## config.mk

```make
export PLATFORM = sky130hd
export DESIGN_NAME = serial_sub
export DESIGN_NICKNAME = d
export VERILOG_FILES = /design/src/rtl/serial_sub.sv
export SDC_FILE = /design/constraint.sdc
export NUM_CORES = 1
export LEC_CHECK = 0
export ABC_AREA = 1
export BUFFER_PORTS_ARGS = -buffer_cell sky130_fd_sc_hd__buf_2
export CAP_MARGIN = 10
export CORE_ASPECT_RATIO = 0.75
export CORE_MARGIN = 2
export CORE_UTILIZATION = 52
export DETAILED_ROUTE_END_ITERATION = 8
export PLACE_DENSITY = 0.78
export SLEW_MARGIN = 20
export SYNTH_ARGS = -nofsm -noshare
export SYNTH_HDL_FRONTEND = slang
export SYNTH_SLANG_ARGS = --single-unit
```

## constraint.sdc

```tcl
create_clock -name clk -period 1.91 [get_ports clk]
set_clock_uncertainty 0.2 [all_clocks]
set_input_delay 0.191 -clock clk [delete_from_list [all_inputs] [get_ports clk]]
set_output_delay 0.191 -clock clk [all_outputs]
set_load 0.01 [all_outputs]
```

## src/rtl/serial_sub.sv

```systemverilog
// ---------------------------------------------------------------------------
// serial_sub
//   Bit-serial ripple-borrow subtractor computing D = A - B - Bin, one bit
//   per clock, LSB first, using a single full-subtractor cell and shift
//   registers. Valid/ready handshakes on both the operand and result sides.
//
// Parameters
//   SIZE       operand/result width in bits (SIZE >= 1)
//
// Ports
//   clk        rising-edge clock
//   rst_n      asynchronous active-low reset
//   in_valid   operands A, B, Bin are presented
//   in_ready   block accepts operands this cycle (high only in IDLE)
//   A          minuend
//   B          subtrahend
//   Bin        borrow-in to bit 0
//   out_valid  D/Bout hold a valid result (high only in DONE)
//   out_ready  consumer takes the result this cycle
//   D          difference (A - B - Bin) mod 2^SIZE
//   Bout       per-bit borrow-out vector; Bout[SIZE-1] is the final borrow
// ---------------------------------------------------------------------------
module serial_sub #(
    parameter int SIZE = 4
) (
    input  logic            clk,
    input  logic            rst_n,
    input  logic            in_valid,
    output logic            in_ready,
    input  logic [SIZE-1:0] A,
    input  logic [SIZE-1:0] B,
    input  logic            Bin,
    output logic            out_valid,
    input  logic            out_ready,
    output logic [SIZE-1:0] D,
    output logic [SIZE-1:0] Bout
);

    localparam int CW = (SIZE > 1) ? $clog2(SIZE) : 1;

    typedef enum logic [1:0] {
        IDLE = 2'd0,
        RUN  = 2'd1,
        DONE = 2'd2
    } state_t;

    state_t          state;
    state_t          state_next;

    logic [SIZE-1:0] a_sr;
    logic [SIZE-1:0] b_sr;
    logic [SIZE-1:0] diff_sr;
    logic [SIZE-1:0] borrow_sr;
    logic [SIZE-1:0] diff_next;
    logic [SIZE-1:0] borrow_next;
    logic [CW-1:0]   idx;
    logic            br;
    logic            d_bit;
    logic            bo_bit;
    logic            last_bit;
    logic            accept;
    logic            deliver;

    // Full-subtractor cell on the current LSBs of the operand shift registers.
    always_comb begin
        d_bit  = a_sr[0] ^ b_sr[0] ^ br;
        bo_bit = (~a_sr[0] & b_sr[0]) | (~(a_sr[0] ^ b_sr[0]) & br);
    end

    // Results enter at the MSB and move right, so after SIZE shifts bit i
    // sits at position i. The next-value form lets the final bit be loaded
    // straight into D/Bout on the last RUN cycle (also covers SIZE=1).
    always_comb begin
        diff_next               = diff_sr >> 1;
        diff_next[SIZE-1]       = d_bit;
        borrow_next             = borrow_sr >> 1;
        borrow_next[SIZE-1]     = bo_bit;
    end

    assign last_bit  = (idx == CW'(SIZE - 1));
    assign in_ready  = (state == IDLE);
    assign out_valid = (state == DONE);
    assign accept    = in_valid & in_ready;
    assign deliver   = out_valid & out_ready;

    always_comb begin
        state_next = state;
        case (state)
            IDLE:    if (accept)   state_next = RUN;
            RUN:     if (last_bit) state_next = DONE;
            DONE:    if (deliver)  state_next = IDLE;
            default:               state_next = IDLE;
        endcase
    end

    // Control state, serial borrow and result registers.
    always_ff @(posedge clk or negedge rst_n) begin
        if (!rst_n) begin
            state <= IDLE;
            idx   <= '0;
            br    <= 1'b0;
            D     <= '0;
            Bout  <= '0;
        end else begin
            state <= state_next;
            if (accept) begin
                idx <= '0;
                br  <= Bin;
            end else if (state == RUN) begin
                br <= bo_bit;
                if (last_bit) begin
                    idx  <= '0;
                    D    <= diff_next;
                    Bout <= borrow_next;
                end else begin
                    idx <= idx + CW'(1);
                end
            end
        end
    end

    // Operand and partial-result shift registers; contents are don't-care
    // outside RUN, so they carry no reset.
    always_ff @(posedge clk) begin
        if (accept) begin
            a_sr      <= A;
            b_sr      <= B;
            diff_sr   <= '0;
            borrow_sr <= '0;
        end else if (state == RUN) begin
            a_sr      <= a_sr >> 1;
            b_sr      <= b_sr >> 1;
            diff_sr   <= diff_next;
            borrow_sr <= borrow_next;
        end
    end

endmodule

```

==> results of run 1 <==
## state kept, by name, summed over array words and instances (netlist names)
name       flops
Bout           4
D              4
a_sr           4
b_sr           4
borrow_sr      3
br             1
diff_sr        3
idx            2
state          2
## per-layer routing
metal  vias to the layer above  wire [um]  global-route usage (%)
li1                        453          -                       -
met4                         0         27                    4.19
met1                       411        913                    26.1
met2                        26       1150                    34.5
met3                         5        127                    6.14
met5                         -          0                       0
## layout by cell type (no fill, tap or decap), types with 2 or more instances in the layout
cell            n
nand2_1        47
buf_2          22
dfrtp_1        13
nor2_1         13
dlygate4sd3_1  11
nand3_1         8
inv_1           8
edfxtp_1        8
o21ai_0         6
dfxtp_1         6
nor2_4          3
clkbuf_4        3
nand2_2         2
## Yosys cell counts
library cell	number	area, um2
dfrtp_1	13	325
o21ai_1	1	5.00
ha_1	1	12.5
buf_6	2	22.5
fa_1	1	20.0
edfxtp_1	8	240
inv_2	1	3.75
nand2_1	47	176
inv_1	8	30.0
o31ai_1	1	7.51
nor2_4	3	33.8
nand2_2	2	12.5
nand3_1	8	40.0
nor2_1	13	48.8
dfxtp_1	6	120
o21ai_0	6	30.0
## where the power goes
part           leakage [nW]  internal (W)  switching (W)  total (W)
combinational         0.397      0.000315       0.000559   0.000874
sequential            0.301      0.000913       0.000153    0.00107
clock                0.0177     0.0000786       0.000165   0.000243
## worst max-delay path: stages, from the launching register on
cell     delay, ns
dfrtp_1       0.49
o21ai_0       0.43
inv_1         0.29
## per-stage QoR
stage               hold slack (ns)  cells
finish                      0.00842    180
global route                 0.0315    180
CTS                         0.00385    180
detailed placement           -0.102    165
global placement             -0.111    165
floorplan                    -0.305    121
## path summary, 6_finish.rpt
path,start,to,cells past startpoint,slack [ns]
worst max-delay path,state[0],b_sr[2],2,0.22
worst min-delay path,in_valid,br,3,0.008
worst max register to register,state[0],b_sr[2],2,0.22
worst min register to register,diff_sr[1],D[0],2,0.25
max in group asynchronous,rst_n,Bout[1],2,1.20
min in group asynchronous,rst_n,br,2,0.06
## cells by family after synthesis
kind of cell	after synthesis	synth area share [%]
buffers and inverters	11	4.99
AND/OR/NAND/NOR	73	27.6
AO/OA/AOI/OAI	8	3.77
adder cells (fa/ha/maj)	2	2.88
flip-flops	27	60.8
## final cells by class
cell class	instances	area share, %
sequential	27	49.5
multi-input combinational	83	27.9
timing repair buffer	33	15.9
inverter	9	2.44
tap	24	2.17
clock buffer	3	1.63
clock inverter	1	0.362
## what timing repair did
item,CTS,global route
hold endpoints to repair,23,0
buffers inserted,0,0
hold buffers,11,0
==> results.cfg, run 1 <==
[global_route]
grt.overflow.total = 0
grt.total_usage_pct = 20.3
grt_max_degree = 16
grt_pass1_wl_um = 3760
antenna_found_initial = 0
grt_pass1_vias = 842

[setup_path]
worstPathRequired_ns = 1.75
end_kind = register
crit_fanout = 8
critPathArrivalTime_ns = 1.52
critical_path_class = reg2reg
startpoint_type = register

[pwr]
leakagePower_nw = 0.716
power_w = 0.00218
p_per_area_nw_per_um2 = 1580
peakVddDrop_v = 0.000990

[finish]
drive_gt1_share_pct = 20.5
ff_latch_area_um2 = 686
utilization_pct = 68.1
fin_area_um2 = 1380
num-fill-cells = 163
antenna_cells = 0
final_nets = 172
multi_input_area_um2 = 387
syn_to_final_growth_pct = 22.6

[drt]
first_pass_iters = 4
num_vias = 895
wl_per_cell_um = 12.3
wirelength_um = 2220
drc_errors = 0
final_antenna_net_count = 0
vias_per_cell = 4.97
drt_iter0_markers = 37

[die]
core_area_um2 = 2030
start_util_pct = 55.5
die_w_um = 57.8
die_h_um = 44.3
rows = 14
die_area_um2 = 2560
io_pins = 23

[synthesis]
syn_area_per_cell_um2 = 9.33
yosysSeqAreaShare_pct = 60.8
syn_area_um2 = 1130
ys_ff_latch = 27
synth_cell_type_count = 16
syn_nets = 136
netlist_instances = 121
ys_warn_count = 0

[placed_design]
routabilityCongestion = 0.767
portBuffers = 22
placed_area_um2 = 1250
dp_slack_ns = 0.255
dpl.hpwl_um = 1500

[timing]
worst_pin_slew_ns = 0.463
period_needed_ns = 1.69
fin_crit_sh_pct = 88.3
fmax_mhz = 593
fin_tns_setup_ns = 0
rsz0062_at_grt = no
setup_viol = 0
slew_headroom_pct = 68.8
fin_ws_ns = 0.224
maxSlewViolCount = 0
hold_viol_final = 0

[flow_run]
drv_cap = 0

[clock_tree]
cts_resized = 0
cts_tree = yes
cts_root_buffer = clkbuf_4
insertion_delay_ns = 0.33
cts_buffers = 3
cts_max_level = 1
clockBufferDepth = 2
clk_pin_slew_ns = 0.15
cts.sinks = 27

[outcome]
outcome = completed

[min_path]
hold_path_class = in2reg
Note: power is estimated with default switching activity, not from simulation.
==> run 2, diff against run 1 <==
MAX_ROUTING_LAYER = met4   (was default)
==> results.cfg, run 2 (synthesis gave the netlist of run 1 again) <==
[outcome]
outcome = completed

[finish]
mostFrequentLayoutCells = 47 x nand2_1, 22 x buf_2, 13 x dfrtp_1, 13 x nor2_1, 11 x dlygate4sd3_1
utilization_pct = 68.1
antenna_cells = 0
num-fill-cells = 163
final_common_cell = nand2_1
drive_gt1_share_pct = 20.5
final_nets = 172
syn_to_final_growth_pct = 22.6

[clock_tree]
cts_max_level = 1
cts_buffers = 3
clockBufferDepth = 2
cts_root_buffer = clkbuf_4
cts.sinks = 27
post_cts_buffers = 0
insertion_delay_ns = 0.33
clk_pin_slew_ns = 0.15
cts_tree = yes

[drt]
drt_iter0_markers = 28
first_pass_iters = 4
final_antenna_net_count = 0
wirelength_um = 2240
wl_per_cell_um = 12.4
drc_errors = 0
num_vias = 885
vias_per_cell = 4.92

[setup_path]
worstPathRequired_ns = 1.75
startpoint_type = register
reg2reg_from = state[0]
crit_fanout = 8
critical_path_class = reg2reg
timing.critical_path.from = state[0]
end_kind = register
critPathArrivalTime_ns = 1.52

[timing]
fmax_mhz = 592
period_needed_ns = 1.69
slew_headroom_pct = 68.9
fin_crit_sh_pct = 88.4
worst_pin_slew_ns = 0.462
hold_viol_final = 0
setup_viol = 0
fin_ws_ns = 0.222
rsz0062_at_grt = no
maxSlewViolCount = 0
fin_tns_setup_ns = 0

[die]
rows = 14
die_area_um2 = 2560
die_h_um = 44.3
start_util_pct = 55.5
io_pins = 23
die_w_um = 57.8
core_area_um2 = 2030

[placed_design]
portBuffers = 22
routabilityCongestion = 0.777
dp_slack_ns = 0.255
dpl.hpwl_um = 1500

[min_path]
hold_path_class = in2reg
hp-start = in_valid

[pwr]
peakVddDrop_v = 0.000993
leakagePower_nw = 0.716
p_per_area_nw_per_um2 = 1580

[global_route]
use_met2_pct = 34.5
grt_pass1_wl_um = 3750
grt_util_met1_pct = 26.1
grt_max_degree = 16
busiest_layer = met2
grt_pass1_vias = 844
met3_usage_pct = 6.14
grt.total_usage_pct = 20.9
grt.overflow.total = 0
antenna_found_initial = 0

[flow_run]
drv_cap = 0
[run 2: layout make-up]
cell class	count	area, um2	area share, %
clock buffer	3	22.5	1.63
clock inverter	1	5.00	0.362
inverter	9	33.8	2.44
multi-input combinational	83	387	27.9
sequential	27	686	49.5
tap	24	30.0	2.17
timing repair buffer	33	220	15.9
[run 2: what timing repair did]
action | CTS | global route
hold buffers | 11 | 0
gates resized for setup | 0 | 0
endpoints found under the hold margin | 23 | 0
[run 2: where the power goes]
part           leakage, nW  internal, W  switching [W]  total, W
combinational        0.397     0.000315       0.000558  0.000873
sequential           0.301     0.000913       0.000154   0.00107
clock               0.0177    0.0000786       0.000166  0.000245
total                0.716      0.00131       0.000878   0.00218
[run 2: final timing paths]
| check | to | slack, ns | cells past startpoint |
|---|---|---|---|
| min | br | 0.006 | 3 |
| max | b_sr[2] | 0.22 | 2 |
| max reg2reg | b_sr[2] | 0.22 | 2 |
| min reg2reg | D[0] | 0.25 | 2 |
| max in group asynchronous | Bout[1] | 1.20 | 2 |
| min in group asynchronous | br | 0.06 | 2 |
[run 2: worst max-delay path: stages (launching register included)]
cell and delay [ns]:
dfrtp_1 0.49, o21ai_0 0.43, inv_1 0.29
[run 2: layer usage]
layer  wire [um]  vias to the layer above
li1            -                      451
met1        1000                      415
met2        1130                       17
met3          91                        2
met4          17                        0
met5           0                        -
[run 2: metrics by stage]
stage	power, W	instances	area, um2	hold WS, ns
2_1_floorplan	0.00166	121	1130	-0.305
3_3_place_gp	0.00187	165	1250	-0.111
3_5_place_dp	0.00194	165	1250	-0.102
4_1_cts	0.00220	180	1380	0.00385
5_1_grt	0.00238	180	1380	0.0315
6_report	0.00218	180	1380	0.00641
==> run 3, diff against run 2 <==
CORE_UTILIZATION = 40   (was 52)
CTS_BUF_LIST = sky130_fd_sc_hd__clkbuf_2   (was default)
PLACE_DENSITY = 0.63   (was 0.78)
==> results.cfg, run 3 (synthesis gave the netlist of run 1 again) <==
[outcome]
outcome = completed

[drt]
vias_per_cell = 4.49
wl_per_cell_um = 11.3
drc_errors = 0
wirelength_um = 2210
final_antenna_net_count = 0
num_vias = 875
first_pass_iters = 4
drt_iter0_markers = 20

[pwr]
p_clk_share_pct = 10.0
peakVddDrop_v = 0.000759
p_per_area_nw_per_um2 = 1500
leakagePower_nw = 0.721
pwr-share-seq_pct = 49.6
switchingPower_w = 0.000861
internal-power_w = 0.00128
power_switching_share_pct = 40.2
power_frac_comb_pct = 40.4

[global_route]
grt.total_usage_pct = 15.7
antenna_found_initial = 0
grt_pass1_wl_um = 3680
grt_pass1_vias = 793
grt_max_degree = 17
grt.overflow.total = 0

[setup_path]
critPathArrivalTime_ns = 1.86
worstPathRequired_ns = 2.03
timing.critical_path.from = state[0]
startpoint_type = register
worstReg2RegEnd = br
ff2ff_path_depth = 4
reg2reg_from = state[0]
crit_fanout = 9
end_kind = register
r2r_slack_ns = 0.17
critical_path_class = reg2reg

[finish]
antenna_cells = 0
mostFrequentLayoutCells = 47 x nand2_1, 22 x buf_2, 14 x dlygate4sd3_1, 13 x dfrtp_1, 13 x nor2_1
syn_to_final_growth_pct = 26.2
num-fill-cells = 267
drive_gt1_share_pct = 20.1
final_nets = 175
fin_area_um2 = 1420
final_common_cell = nand2_1

[clock_tree]
cts_root_buffer = clkbuf_2
cts.sinks = 27
hold_buffers = 14
cts_tree = yes
cts_resized = 0
insertion_delay_ns = 0.36
clk_pin_slew_ns = 0.25
post_cts_buffers = 0
cts_buffers = 3
clockBufferDepth = 2
cts_max_level = 1

[timing]
rsz0062_at_grt = no
period_needed_ns = 1.74
maxSlewViolCount = 0
fmax_mhz = 575
setup_viol = 0
worst_pin_slew_ns = 0.492
fin_tns_setup_ns = 0
hold_viol_final = 0
slew_headroom_pct = 66.8
fin_crit_sh_pct = 91.0

[die]
rows = 16
die_h_um = 50
die_w_um = 65.3
core_area_um2 = 2640
io_pins = 23
die_area_um2 = 3270
start_util_pct = 42.7

[min_path]
hold_depth = 3
min_to = a_sr[1]
hold_path_class = in2reg
hp-start = in_valid

[placed_design]
routabilityCongestion = 0.739
portBuffers = 22
dpl.hpwl_um = 1460
placed_area_um2 = 1260

[flow_run]
drv_cap = 0
[run 3: how the worst max path moves through the flow]
stage | end | slack (ns) | depth (start not counted)
final | br | 0.17 | 4
after global placement | a_sr[0] | 0.29 | 2
after detailed placement | a_sr[0] | 0.18 | 2
after CTS | a_sr[3] | 0.16 | 2
after floorplan | a_sr[0] | 0.41 | 2
after global routing | a_sr[3] | 0.03 | 2
[run 3: power by group through the flow]
stage	Clock, W	Sequential [W]	Combinational, W
2_1_floorplan	0	0.00109	0.000575
3_3_place_gp	0	0.00107	0.000816
3_5_place_dp	0	0.00108	0.000848
4_1_cts	0.000228	0.00106	0.000875
5_1_grt	0.000258	0.00109	0.00100
6_report	0.000215	0.00106	0.000865
[run 3: final cells by class]
class                      instances  area (um2)  share of cell area, %
clock buffer                       3        15.0                   1.05
clock inverter                     1        7.51                  0.527
inverter                           9        33.8                   2.37
multi-input combinational         83         387                   27.2
sequential                        27         686                   48.2
tap                               36        45.0                   3.16
timing repair buffer              36         250                   17.6
[run 3: per-stage QoR]
stage / power (W) / setup slack [ns] / hold WS (ns) / utilization, % / std cells
after floorplan: 0.00166 / 0.414 / -0.305 / - / 121
after global placement: 0.00189 / 0.285 / -0.106 / 47.7 / 177
after detailed placement: 0.00193 / 0.182 / -0.0918 / 47.7 / 177
after CTS: 0.00217 / 0.155 / 0.0188 / 53.9 / 195
after global routing: 0.00235 / 0.0342 / 0.0155 / 53.9 / 195
final: 0.00214 / 0.172 / 0.0466 / 53.9 / 195
[run 3: layer usage]
| metal | share of wire (%) | GRT usage [%] | vias up |
|---|---|---|---|
| li1 | - | - | 456 |
| met5 | 0 | - | - |
| met2 | 47 | 23.8 | 15 |
| met1 | 49 | 21.1 | 402 |
| met3 | 3.5 | 4.11 | 2 |
| met4 | 1.0 | 4.17 | 0 |
[run 3: worst max-delay path, cell delays in order (launching register included)]
cell	delay (ns)
dfrtp_1	0.51
nor2_4	0.22
nand3_1	0.11
dlygate4sd3_1	0.58
nand3_1	0.08
